**src/rtl/fifo_uart_tx.sv**
```systemverilog
// Drains the byte FIFO one entry at a time and serializes each byte as 8N1 on tx.
// Line output is registered from the next-state decision so the start bit lands two cycles after the pop.
module fifo_uart_tx #(
    parameter int CLKS_PER_BIT = 16
) (
    input  logic       clk,
    input  logic       rst,
    input  logic       tx_en,
    input  logic       fifo_empty,
    input  logic [7:0] fifo_data,
    output logic       fifo_rd_en,
    output logic       tx,
    output logic       busy,
    output logic       tx_done
);
    localparam int CW = $clog2(CLKS_PER_BIT);
    localparam logic [CW-1:0] LAST = CW'(CLKS_PER_BIT - 1);

    typedef enum logic [2:0] {IDLE, FETCH, START, DATA, STOP} state_t;

    state_t        state;
    logic [CW-1:0] baud_cnt;
    logic [2:0]    bit_cnt;
    logic [7:0]    shift_reg;
    logic          baud_tc;

    assign baud_tc    = (baud_cnt == LAST);
    assign busy       = (state != IDLE);
    // Gated by rst so the strobe drops the instant reset is applied.
    assign fifo_rd_en = ~rst & (state == IDLE) & tx_en & ~fifo_empty;

    always_ff @(posedge clk or posedge rst) begin
        if (rst) begin
            state     <= IDLE;
            baud_cnt  <= '0;
            bit_cnt   <= '0;
            shift_reg <= '0;
            tx        <= 1'b1;
            tx_done   <= 1'b0;
        end else begin
            tx_done <= 1'b0;
            case (state)
                IDLE: begin
                    tx <= 1'b1;
                    if (fifo_rd_en) state <= FETCH;
                end
                FETCH: begin
                    shift_reg <= fifo_data;
                    bit_cnt   <= '0;
                    baud_cnt  <= '0;
                    tx        <= 1'b0;
                    state     <= START;
                end
                START: begin
                    if (baud_tc) begin
                        baud_cnt <= '0;
                        tx       <= shift_reg[0];
                        state    <= DATA;
                    end else begin
                        baud_cnt <= baud_cnt + 1'b1;
                    end
                end
                DATA: begin
                    if (baud_tc) begin
                        baud_cnt  <= '0;
                        shift_reg <= {1'b0, shift_reg[7:1]};
                        if (bit_cnt == 3'd7) begin
                            tx    <= 1'b1;
                            state <= STOP;
                        end else begin
                            // Next bit is the one about to shift into position 0.
                            bit_cnt <= bit_cnt + 3'd1;
                            tx      <= shift_reg[1];
                        end
                    end else begin
                        baud_cnt <= baud_cnt + 1'b1;
                    end
                end
                STOP: begin
                    tx <= 1'b1;
                    if (baud_tc) begin
                        baud_cnt <= '0;
                        tx_done  <= 1'b1;
                        state    <= IDLE;
                    end else begin
                        baud_cnt <= baud_cnt + 1'b1;
                    end
                end
                default: begin
                    tx    <= 1'b1;
                    state <= IDLE;
                end
            endcase
        end
    end
endmodule

```
**config.mk**
```make
export PLATFORM = sky130hd
export DESIGN_NAME = fifo_uart_tx
export DESIGN_NICKNAME = d
export VERILOG_FILES = /design/src/rtl/fifo_uart_tx.sv
export SDC_FILE = /design/constraint.sdc
export NUM_CORES = 1
export LEC_CHECK = 0
export ABC_AREA = 1
export BUFFER_PORTS_ARGS = -buffer_cell sky130_fd_sc_hd__buf_2
export CORE_ASPECT_RATIO = 1.2
export CORE_MARGIN = 2
export CORE_UTILIZATION = 45
export CTS_CLUSTER_DIAMETER = 40
export DETAILED_ROUTE_END_ITERATION = 8
export PLACE_DENSITY = 0.65
export SYNTH_ARGS = -nofsm -noshare
export SYNTH_HDL_FRONTEND = slang
export SYNTH_SLANG_ARGS = --single-unit
```
**constraint.sdc**
```tcl
create_clock -name clk -period 2.4 [get_ports clk]
set_clock_uncertainty 0.1 [all_clocks]
set_input_delay 0.24 -clock clk [delete_from_list [all_inputs] [get_ports clk]]
set_output_delay 0.24 -clock clk [all_outputs]
set_load 0.005 [all_outputs]
```
# After elaboration in Yosys (flattened, before gate mapping)
# Cells that the tools add are included.
# W data, S select, Z words.
dict set report op_classes {
  n_addsub 2
  n_eq_ne 12
  n_mux 19
  n_bitwise 5
  n_reduce_logical 9
}
# op count
set op_table {}
lappend op_table {{$mux W3} 7}
lappend op_table {{$pmux W8 S2} 1}
lappend op_table {{$pmux W3 S5} 1}
lappend op_table {{$ne A2 B2 Y1 const B} 6}
lappend op_table {{$mux W8} 1}
lappend op_table {{$pmux W4 S2} 1}
lappend op_table {{$eq A3 B2 Y1 const B} 2}
lappend op_table {{$eq A3 B3 Y1 const B} 2}
lappend op_table {{$pmux W3 S2} 1}
lappend op_table {{$mux W1} 5}
lappend op_table {{$reduce_and A5 Y1} 1}
lappend op_table {{$add A4 B1 Y4 const B} 1}
lappend op_table {{$eq A4 B4 Y1 const B} 1}
lappend op_table {{$mux W4} 1}
lappend op_table {{$reduce_and A2 Y1} 2}
lappend op_table {{$reduce_bool A2 Y1} 2}
lappend op_table {{$add A3 B1 Y3 const B} 1}
lappend op_table {{$and A1 B1 Y1} 3}
lappend op_table {{$eq A3 B1 Y1 const B} 1}
lappend op_table {{$logic_not A3 Y1} 1}
lappend op_table {{$pmux W1 S3} 1}
lappend op_table {{$reduce_and A3 Y1} 1}
lappend op_table {{$reduce_bool A3 Y1} 1}
lappend op_table {{$reduce_or A3 Y1} 1}
lappend op_table {{$not A1 Y1} 2}
dict set report word_totals {
  regBits 20
  inputBits 12
  out_inout_bits 4
}

# Longest topological paths before layout
dict set report depth {
  ltp_word 6
  mapped_depth 8
  depth_no_buf 7
}

# Worst setup path before layout
# Ideal clock, no wire load.
dict set report synth_timing {
  kind {register -> register}
  start {reg baud_cnt[0]}
  end {reg bit_cnt[0]}
  arrival_time_ns 1.148
  slack_ns 1.031
  path_stages_with_launch 7
  period_less_slack_ns 1.369
  cell_sequence {dfrtp_1 > ha_1 > nand3_2 > a21oi_4 > nand2_2 > nand2_1 > o21ai_1}
}
dict set report synth_via {
  elab_chain_cells 3
}
# element line
set synth_rtl {}
lappend synth_rtl {{from (decl)} 22} ;# logic [CW-1:0] baud_cnt;
lappend synth_rtl {{from (signal assigned)} 60} ;# baud_cnt <= baud_cnt + 1'b1;
lappend synth_rtl {{from (signal assigned)} 76} ;# baud_cnt <= baud_cnt + 1'b1;
lappend synth_rtl {{from (signal assigned)} 86} ;# baud_cnt <= baud_cnt + 1'b1;
lappend synth_rtl {{$eq A4 B4 Y1} 27} ;# assign baud_tc = (baud_cnt == LAST);
lappend synth_rtl {{$ne A2 B2 Y1 (no source line)} --}
lappend synth_rtl {{$reduce_and A3 Y1 (no source line)} --}
lappend synth_rtl {{to (signal assigned)} 72} ;# bit_cnt <= bit_cnt + 3'd1;
lappend synth_rtl {{to (decl)} 23} ;# logic [2:0] bit_cnt;
# Every way passes these cells.
# A chain may end at the register's enable or synchronous reset.

# Final worst setup path
dict set report layout_timing {
  start {reg baud_cnt[0]}
  end {reg bit_cnt[2]}
}
# Same word-level chain as after synthesis.

==> run metrics <==
number of library cell types mapped by synthesis 20; CTS tree done; required time of the critical path 2.49 ns; number of standard cells in the layout, taps in and fillers out 187; Clock Sink Count 20; DP Wirelength 1460 um; initial antenna violation count 0; area of the die 2840 um^2; setup repair after global routing missed its margin no; GR Overflow Total 0; worst vdd rail ir drop 543 uV; post-synthesis simple-gate area fraction 28.5%; clock root buffer clkbuf_4; row count 19; FILL cells 238; proportion of synthesized chip area in sequential cells 45.8%; post-detailed-route count of antenna-violating nets 0; share of flip-flops with an asynchronous set or reset 100%; shortest period the worst path allows 1.65 ns; adder-cell share of the synthesized area 3.43%; post-synthesis mux area share 0%; global-route usage over all layers 15.6%; critical path's largest stage delay 0.40 ns; vias in the first global route 851; FMAX 604 MHz; reg-to-reg setup timing slack 0.75 ns; maximum number of pins on one net before global-route repair 21; multi-input gate area in the final layout 503 um^2; # nets final 172; Worst Hold Class primary input to flop; routability congestion estimate from global placement 0.765; horizontal die dimension 49.0 um; most common cell after layout, fill and taps aside nand2_1; mean area per synthesized cell 7.88 um^2; dominant combinational cell family by area after synthesis simple AND/OR/NAND/NOR gates; IO Count 16; Most used DFF post-synth dfrtp_1; Global Route met3 Usage 2.32%; met1 Usage GRT 19.4%; number of H-tree branching levels 1; First DRT Iteration DRCs 4; Global Route met2 Usage 27.6%; sequential standard cell area 502 um^2; Synthesized Nets 154; max-capacitance violation count 0; number of buffers on the longest clock path 2; cell count after placement 182; total detailed-routing wirelength 1900 um; number of CTS-inserted buffers 3; number of enable-type register cells in the synthesized netlist 0; buffers added on ports 15; largest fanout on the critical path 16; register bit total from synthesis 20; yosys synthesis warning count 0; Power per Cell Area 1070 nW/um^2; result of the run finished clean; Critical Path, Cell by Cell ha_1 > nand3_2 > a21oi_4 > nand2_2 > nand2_1 > o21ai_1; sum of negative setup slack 0 ns; slowest CP cell dfrtp_1; final hold viol count 0; Detailed Routing Iterations Pass 1 2; post-cts sizing count 0; global routing's busiest layer met2; layout overhead on the synthesized area 11.9%; average wire length per cell after detail routing 10.2 um; count of endpoints failing setup in the final report 0; compound-cell area share of the yosys netlist 13.3%; DRC viols 0; Post-Syn Instances 139; XOR/XNOR share of the synthesized area 0.800%; post-synthesis instance area 1090 um^2; max reg flops 8; y dimension of the die 58.0 um; detailed-route via count 894; Layout Utilization 53.1%; kind of critical path flop to flop; P_leak 0.646 nW; worst-case headroom to the max-slew limit 51.1%; number of max-slew violations in the final report 0; arrival time worst endpoint 1.75 ns; share of the clock period used by the worst path 69.0%; n_diodes 0; effective utilization at floorplan 47.5%; clock transition at the registers of the reported paths 0.11 ns; transition time at the pin with the least slew margin 0.733 ns; Core Footprint 2310 um^2; critical path launch point type flop; commonest non-fill, non-tap cells in the layout nand2_1, dfrtp_1, inv_1; global-route wire length before repair 3500 um; via density per instance 4.78; clock network latency to the later pin of the worst-skew pair 0.30 ns; fraction of layout cells with a size suffix above 1 21.2%; Critical Path End Type flop
## through the flow
step / setup WS, ns / total power, W / cell area, um^2 / hold slack, ns
6_report: 0.745 / 0.00132 / 1220 / 0.108
2_1_floorplan: 1.03 / 0.00104 / 1090 / 0.103
3_3_place_gp: 0.815 / 0.00112 / 1180 / 0.316
5_1_grt: 0.595 / 0.00146 / 1220 / 0.114
4_1_cts: 0.737 / 0.00134 / 1220 / 0.0991
3_5_place_dp: 0.752 / 0.00114 / 1180 / 0.325
## path summary, 6_finish.rpt
kind                                         start                  endpoint  cells past startpoint
min in group asynchronous                      rst  shift_reg[6]$_DFFE_PP0P_                      3
hold / removal                        fifo_data[7]  shift_reg[7]$_DFFE_PP0P_                      3
setup / recovery           baud_cnt[0]$_DFFE_PP0P_    bit_cnt[2]$_DFFE_PP0P_                      6
hold reg to reg                     tx$_DFFE_PP1P_            tx$_DFFE_PP1P_                      2
setup reg to reg           baud_cnt[0]$_DFFE_PP0P_    bit_cnt[2]$_DFFE_PP0P_                      6
max in group asynchronous                      rst  shift_reg[7]$_DFFE_PP0P_                      3
## critical path: cells and delay by family (launching register included)
| family | cells | cell delay [ns] |
|---|---|---|
| compound gates | 2 | 0.44 |
| fa+ha+maj | 1 | 0.21 |
| flops | 1 | 0.40 |
| simple gates | 3 | 0.41 |
## power breakdown
group	leakage [nW]	switching, W	total, W	internal (W)
clock	0.0210	0.0000999	0.000192	0.0000925
combinational	0.369	0.000369	0.000569	0.000200
sequential	0.256	0.0000888	0.000554	0.000466
## cell usage after synthesis (2+ instances only)
library cell / n / area [um^2]
buf_6: 2 / 22.5
dfrtp_1: 19 / 475
ha_1: 3 / 37.5
inv_1: 16 / 60.1
nand2_1: 49 / 184
nand2_2: 3 / 18.8
nand3_1: 5 / 25.0
nand4_1: 3 / 18.8
nor2_1: 8 / 30.0
nor2_2: 2 / 12.5
o21ai_0: 12 / 60.1
o21ai_1: 5 / 25.0
o21ai_2: 5 / 43.8
## metal layers
metal | wire length (um) | vias up | part of all wire [%]
met5 | 0 | - | 0
li1 | - | 472 | -
met2 | 933 | 6 | 49
met3 | 24 | 2 | 1.3
met1 | 925 | 414 | 49
met4 | 16 | 0 | 0.84
## area by class of cell
class | instances | area share [%]
Multi-Input combinational cell | 100 | 41.1
Clock buffer | 4 | 2.96
Sequential cell | 20 | 41.0
Inverter | 16 | 4.90
Tap cell | 31 | 3.17
Timing Repair Buffer | 16 | 6.95
## cells by family after synthesis
family | Yosys count
AOI/OAI and AO/OA | 23
buffers and inverters | 19
and+or+nand+nor | 73
adders and majority gates | 3
xor gates and xnor gates | 1
DFF | 20
## what timing repair did
item / in CTS / in global routing
hold buffers: 1 / 0
buffers inserted: 0 / 0
hold endpoints to repair: 19 / 0
Power figures use the tool's default switching activity.
